===== config.mk =====
export PLATFORM = sky130hd
export DESIGN_NAME = leb128_u32_stream_decoder
export DESIGN_NICKNAME = d
export VERILOG_FILES = /design/src/rtl/leb128_pkg.sv /design/src/rtl/leb128_u32_stream_decoder_unpack_u32.sv /design/src/rtl/leb128_u32_stream_decoder.sv
export SDC_FILE = /design/constraint.sdc
export NUM_CORES = 1
export LEC_CHECK = 0
export CAP_MARGIN = 15
export CORE_AREA = 8 8 71 73
export DETAILED_ROUTE_END_ITERATION = 10
export DIE_AREA = 0 0 79 81
export PLACE_DENSITY = 0.75
export SLEW_MARGIN = 25
export SYNTH_ARGS = -nofsm -noshare
export SYNTH_HDL_FRONTEND = slang
export SYNTH_SLANG_ARGS = --single-unit

===== constraint.sdc =====
create_clock -name clk -period 2.3 [get_ports clk]
set_input_delay 0.69 -clock clk [delete_from_list [all_inputs] [get_ports clk]]
set_output_delay 0.69 -clock clk [all_outputs]
set_load 0.01 [all_outputs]

===== src/rtl/leb128_pkg.sv =====
// Shared constants and types for the LEB128 u32 stream decoder.
package leb128_pkg;

    localparam int unsigned LEB128_U32_MAX_BYTES = 5;
    localparam int unsigned LEB128_CHUNK_W       = 7;
    localparam int unsigned LEB128_CONT_BIT      = 7;
    localparam logic [6:0]  LEB128_U32_OVF_MASK  = 7'h70;

    // Byte counter width: holds 0..LEB128_U32_MAX_BYTES-1.
    localparam int unsigned LEB128_CNT_W = 3;

    typedef logic [LEB128_CHUNK_W-1:0] leb128_chunk_t;

    typedef enum logic {
        COLLECT = 1'b0,
        HOLD    = 1'b1
    } leb128_dec_state_t;

    // True when the slot being written is the last one a u32 frame may use.
    function automatic logic leb128_is_last_slot(input logic [LEB128_CNT_W-1:0] cnt);
        return cnt == LEB128_CNT_W'(LEB128_U32_MAX_BYTES - 1);
    endfunction

endpackage


===== src/rtl/leb128_u32_stream_decoder_unpack_u32.sv =====
// Combinational LEB128 unpacker: glues up to five 7-bit chunks into a u32.
// A chunk is kept only while every earlier byte carries its continuation
// (glue) bit; bits above bit 31 of the 35-bit glue are discarded.
module unpack_u32
    import leb128_pkg::*;
(
    input  logic [7:0]  i0,
    input  logic [7:0]  i1,
    input  logic [7:0]  i2,
    input  logic [7:0]  i3,
    input  logic [7:0]  i4,
    output logic [31:0] o
);

    logic [LEB128_U32_MAX_BYTES-1:0] keep;
    leb128_chunk_t                   m0, m1, m2, m3, m4;
    logic [34:0]                     full;
    logic                            unused_bits;

    // Chunk N survives only if bytes 0..N-1 all continue.
    always_comb begin
        keep    = '0;
        keep[0] = 1'b1;
        keep[1] = keep[0] & i0[LEB128_CONT_BIT];
        keep[2] = keep[1] & i1[LEB128_CONT_BIT];
        keep[3] = keep[2] & i2[LEB128_CONT_BIT];
        keep[4] = keep[3] & i3[LEB128_CONT_BIT];
    end

    // Mask dropped chunks and glue the survivors little-endian.
    always_comb begin
        m0   = keep[0] ? i0[LEB128_CHUNK_W-1:0] : '0;
        m1   = keep[1] ? i1[LEB128_CHUNK_W-1:0] : '0;
        m2   = keep[2] ? i2[LEB128_CHUNK_W-1:0] : '0;
        m3   = keep[3] ? i3[LEB128_CHUNK_W-1:0] : '0;
        m4   = keep[4] ? i4[LEB128_CHUNK_W-1:0] : '0;
        full = {m4, m3, m2, m1, m0};
        o    = full[31:0];
    end

    // The top three glued bits and the last glue bit cannot reach a u32.
    assign unused_bits = ^{full[34:32], i4[LEB128_CONT_BIT]};

endmodule


===== src/rtl/leb128_u32_stream_decoder.sv =====
// Byte-serial LEB128 u32 decoder: collects a 1-5 byte frame into chunk
// slots and presents the unpacked value on a valid/ready output stream.
module leb128_u32_stream_decoder
    import leb128_pkg::*;
#(
    parameter bit STRICT = 1'b1
) (
    input  logic        clk,
    input  logic        rst,
    input  logic [7:0]  in_data,
    input  logic        in_valid,
    output logic        in_ready,
    output logic [31:0] out_data,
    output logic [2:0]  out_len,
    output logic        out_err,
    output logic        out_valid,
    input  logic        out_ready
);

    leb128_dec_state_t state_q, state_d;

    leb128_chunk_t [LEB128_U32_MAX_BYTES-1:0] slot_q, slot_d;
    logic [LEB128_CNT_W-1:0]                  cnt_q, cnt_d;
    logic [2:0]                               len_q, len_d;
    logic                                     err_q, err_d;

    leb128_chunk_t chunk;
    logic          cont;
    logic          last_slot;
    logic          accept;
    logic          frame_end;
    logic          overflow;

    assign chunk     = in_data[LEB128_CHUNK_W-1:0];
    assign cont      = in_data[LEB128_CONT_BIT];
    assign last_slot = leb128_is_last_slot(cnt_q);
    assign accept    = in_valid & in_ready;
    // The fifth byte closes the frame whatever its continuation bit says.
    assign frame_end = accept & (~cont | last_slot);
    assign overflow  = STRICT & (|(chunk & LEB128_U32_OVF_MASK));

    // State register.
    always_ff @(posedge clk or posedge rst) begin
        if (rst) begin
            state_q <= COLLECT;
        end else begin
            state_q <= state_d;
        end
    end

    // Next state: a finished frame always lands in HOLD, even on a pop cycle.
    always_comb begin
        state_d = state_q;
        unique case (state_q)
            COLLECT: begin
                if (frame_end) begin
                    state_d = HOLD;
                end
            end
            HOLD: begin
                if (frame_end) begin
                    state_d = HOLD;
                end else if (out_ready) begin
                    state_d = COLLECT;
                end
            end
            default: state_d = COLLECT;
        endcase
    end

    // Handshake outputs; in_ready never looks at in_valid.
    always_comb begin
        out_valid = (state_q == HOLD);
        in_ready  = ~out_valid | out_ready;
    end

    // Slot, counter, length and error next-state.
    always_comb begin
        slot_d = slot_q;
        cnt_d  = cnt_q;
        len_d  = len_q;
        err_d  = err_q;
        if (accept) begin
            // A new frame wipes stale chunks so the unpacker sees zeros.
            if (cnt_q == '0) begin
                for (int i = 1; i < LEB128_U32_MAX_BYTES; i++) begin
                    slot_d[i] = '0;
                end
            end
            for (int i = 0; i < LEB128_U32_MAX_BYTES; i++) begin
                if (cnt_q == LEB128_CNT_W'(i)) begin
                    slot_d[i] = chunk;
                end
            end
            if (frame_end) begin
                cnt_d = '0;
                len_d = cnt_q + 3'd1;
                err_d = last_slot & (cont | overflow);
            end else begin
                cnt_d = cnt_q + 1'b1;
            end
        end
    end

    // Datapath registers.
    always_ff @(posedge clk or posedge rst) begin
        if (rst) begin
            slot_q <= '0;
            cnt_q  <= '0;
            len_q  <= '0;
            err_q  <= 1'b0;
        end else begin
            slot_q <= slot_d;
            cnt_q  <= cnt_d;
            len_q  <= len_d;
            err_q  <= err_d;
        end
    end

    // Glue bits forced high so every stored chunk contributes.
    unpack_u32 u_unpack (
        .i0 ({1'b1, slot_q[0]}),
        .i1 ({1'b1, slot_q[1]}),
        .i2 ({1'b1, slot_q[2]}),
        .i3 ({1'b1, slot_q[3]}),
        .i4 ({1'b1, slot_q[4]}),
        .o  (out_data)
    );

    assign out_len = len_q;
    assign out_err = err_q;

    // Counter stays inside the five-slot window.
    cnt_in_range: assert property (@(posedge clk) disable iff (rst)
        cnt_q <= LEB128_CNT_W'(LEB128_U32_MAX_BYTES - 1));

    // Held results do not move until popped.
    hold_stable: assert property (@(posedge clk) disable iff (rst)
        (out_valid & ~out_ready) |=> ($stable(out_data) & $stable(out_len) & $stable(out_err)));

endmodule


After elaboration in Yosys (flattened, before gate mapping)
Cells that the tools add are included.
- equality and inequality tests: 4
- reductions and logical operators: 12
- mux-type cells: 10
- bitwise logic cells: 8
- $add $sub $neg: 1
- operators with widths (operator ; number):
    $mux W25 ; 1
    $mux W7 ; 3
    $reduce_and A2 Y1 ; 6
    $reduce_bool A2 Y1 ; 4
    $eq A3 B2 Y1 const B ; 2
    $mux W4 ; 1
    $add A3 B1 Y3 const B ; 1
    $and A1 B1 Y1 ; 3
    $eq A3 B1 Y1 const B ; 1
    $eq A3 B3 Y1 const B ; 1
    $logic_not A3 Y1 ; 1
    $mux W1 ; 3
    $mux W3 ; 1
    $or A1 B1 Y1 ; 3
    $reduce_or A3 Y1 ; 1
    $not A1 Y1 ; 2
    $pmux W1 S2 ; 1
- bits in registers: 40
- output and inout port bits: 38
- bits of input ports: 12
- word-level logic and storage cells: 44

Logic depth before layout (Yosys ltp)
- word-level depth: 6
- depth in mapped cells: 6
- depth with buffers taken out: 5

Cells and area by module
Synthesis repeated with hierarchy kept, for this count alone.
- cells, all modules: 172
- area total of the unflattened synthesis: 2053.2 µm²
- modules (own cells, without submodules) (module ; sequential area each (µm²) ; area an instance (µm²) ; times used ; cells an instance):
    leb128_u32_stream_decoder ; 1076.0 ; 1821.7 ; 1 ; 137
    unpack_u32 ; 0.0 ; 231.5 ; 1 ; 35

Worst setup path before layout
No wires, ideal clock.
- path type: input -> output
- from: input out_ready
- to: output in_ready
- path slack: 0.565 ns
- arrival time: 1.045 ns
- path buffers: 1
- stages: 2
- data required time: 1.610 ns
- cells stage by stage: nand2b_2 > buf_4
- cells in the longest elaborated chain, start to end: 1
- RTL lines (what ; line ; RTL):
    from (decl) ; leb128_u32_stream_decoder.sv:17 ; input logic out_ready
    $or A1 B1 Y1 ; leb128_u32_stream_decoder.sv:74 ; in_ready = ~out_valid | out_ready;
    to (decl) ; leb128_u32_stream_decoder.sv:12 ; output logic in_ready,
Every way passes these cells.

Worst setup path after layout
Ends and elaborated chain as after synthesis.

==> impl_metrics.tcl <==
set metrics [dict create \
    status "finished, final reports clean" \
    ys_ff_latch 40 \
    seqCellArea_sq_mm 0.00100 \
    antenna_found_initial 0 \
    path_class "input port to output pin" \
    cts_setup_buffers 0 \
    clkSinkCount 40 \
    synthesis.area_sq_mm 0.00172 \
    peakVddDrop_mv 0.565 \
    finalHoldViolCount 0 \
    clock_latency_ns 0.29 \
    cts_buffers 5 \
    start_util_pct 43.9 \
    drv_cap 0 \
    relSlewSlack_pct 56.0 \
    root_buffer "clkbuf_8" \
    h-tree-depth 2 \
    synthToLayoutAreaGrowth_pct 36.5 \
    skew_ns 0.00496 \
    num-fill-cells 322 \
    synth_top_area_share_pct 58.2 \
    rows 23 \
    final_cells 227 \
    ios 50 \
    grt_pass1_wl_um 6810 \
    layout_common_cells "48 x clkdlybuf4s50_1, 40 x dfrtp_1, 21 x a22o_1" \
    period_needed_ns 2.22 \
    cts_resized 1 \
    slew_viol_final 0 \
    postSynthCellCount 124 \
    max_freq_ghz 0.450 \
    drt-pass1-iter-count 4 \
    path_max_fanout 2 \
    via_per_inst 5.43 \
    cp_data_arrival_time_ns 1.53 \
    cts_buffer_depth 2 \
    yosysTopAreaCell "dfrtp_1" \
    hpwl_um 3010 \
    syn-num-nets 141 \
    vias 1233 \
    worstMarginPinSlew_ns 0.658 \
    netlist_top_cells_area "dfrtp_1 58%, a22o_1 11%, mux2_2 4.6%" \
    postSynthAreaPerCell_sq_um 13.9 \
    cts.clk_slew.worst_paths_ns 0.08 \
    die_area_sq_mm 0.00640 \
    grt_max_degree 41 \
    die_y_um 81 \
    grt_pass1_vias 1275 \
    critPathRequiredTime_ns 1.61 \
    antenna_cells 0 \
    utilization_pct 60.0 \
    finalCritPeriodShare_pct 96.7 \
    io_buffers 49 \
    hold_buffers 0 \
    die_w_um 79 \
    cp-start-kind "input port" \
    gp_congestion 0.799 \
    setup-violations-final 0 \
    p_leak_nw 1.06 \
    cts_tree "yes" \
    drive_above_1_share_pct 15.3 \
    grt_setup_unrepaired "no" \
    drc 0 \
    final_common_cell "clkdlybuf4s50_1" \
    yosysUniqueCellTypes 25 \
    end_kind "output pin" \
    nets 193 \
    routedWlPerCell_um 18.1 \
    grt_usage_pct 13.6 \
    multi_input_area_sq_um 619 \
    final_antenna_net_count 0 \
    ys_seq_area_share_pct 58.2 \
    yosysWarningCount 0 \
    power.density_mw_per_mm2 1040 \
    grt_overflow 0 \
    drtIter0Drc 57 \
    fp.coreArea_sq_mm 0.00391 \
    numPlacedInstances 219 \
    rrSetupSlack_ns 0.61 \
    hold_class "flip-flop to flip-flop" \
    wl_um 4110 \
]
-- through the flow --
stage	total power, mW	hold WS, ns	setup TNS (ns)	area [sq um]	worst slack, ns
after floorplan	1.41	0.483	0	1720	0.565
after global placement	1.85	0.481	-0.182	2230	-0.182
after detailed placement	1.88	0.487	-0.173	2230	-0.173
after CTS	2.47	0.507	0	2350	0.0677
after global routing	2.57	0.520	0	2350	0.0445
final	2.44	0.505	0	2350	0.0763
-- cells by family after synthesis --
logic type	Yosys count	share of synthesized area, %
multiplexers	14	9.24
flip-flops	40	58.2
AND/OR/NAND/NOR	18	7.93
AO/OA/AOI/OAI	30	15.2
buffers and inverters	17	5.75
adder cells (fa/ha/maj)	5	3.64
-- Yosys cell counts, drive strengths merged --
| library cell | count |
|---|---|
| nand3 | 2 |
| o21bai | 1 |
| nand4 | 1 |
| or4 | 1 |
| o211ai | 3 |
| ha | 5 |
| clkbuf | 1 |
| o2bb2ai | 2 |
| mux2 | 9 |
| a21oi | 1 |
| dfrtp | 40 |
| nor2b | 2 |
| a32o | 1 |
| nand2 | 7 |
| mux2i | 5 |
| buf | 6 |
| a22o | 21 |
| inv | 10 |
| and3 | 4 |
| a21bo | 1 |
| nand2b | 1 |
-- sequential cells by signal (all words and copies together), names as in the netlist --
register   cells
out_valid      1
out_err        1
out_len        3
cnt_q          3
slot_q        32
-- area by class of cell --
class | instances | share of cell area, %
flip-flops and latches | 40 | 42.6
multi-input cells | 67 | 26.4
repair buffers | 52 | 21.8
clock buffers | 5 | 2.93
well taps | 50 | 2.67
clock inverters | 3 | 1.97
inverters | 10 | 1.60
-- final timing paths --
| kind | startpoint | endpoint | depth (start not counted) |
|---|---|---|---|
| setup reg to reg | cnt_q[0]$_DFFE_PP0P_ | slot_q[18]$_DFFE_PP0P_ | 4 |
| setup / recovery | out_ready | in_ready | 3 |
| min in group asynchronous | rst | slot_q[22]$_DFFE_PP0P_ | 3 |
| hold reg to reg | slot_q[14]$_DFFE_PP0P_ | slot_q[14]$_DFFE_PP0P_ | 1 |
| hold / removal | slot_q[14]$_DFFE_PP0P_ | slot_q[14]$_DFFE_PP0P_ | 1 |
| max in group asynchronous | rst | slot_q[18]$_DFFE_PP0P_ | 3 |
-- layer usage --
metal  track usage (%)  vias up  wire [um]
li1                  -      549          -
met1              16.1      634       1720
met2              23.3       44       2020
met3              4.75        6        322
met4              3.33        0         43
met5                 0        -          0
-- power breakdown --
group          total, mW  switching [mW]  leakage (nW)  internal [mW]
Sequential          1.00           0.120         0.525          0.883
Combinational      0.851           0.352         0.479          0.499
Clock              0.584           0.257        0.0548          0.327
Total               2.44           0.730          1.06           1.71
-- worst max-delay path, cell delays in order --
cell	delay, ns
clkdlybuf4s50_1	0.39
nand2b_2	0.17
dlygate4sd2_1	0.28
No activity file was read; power rests on OpenSTA's default activity.
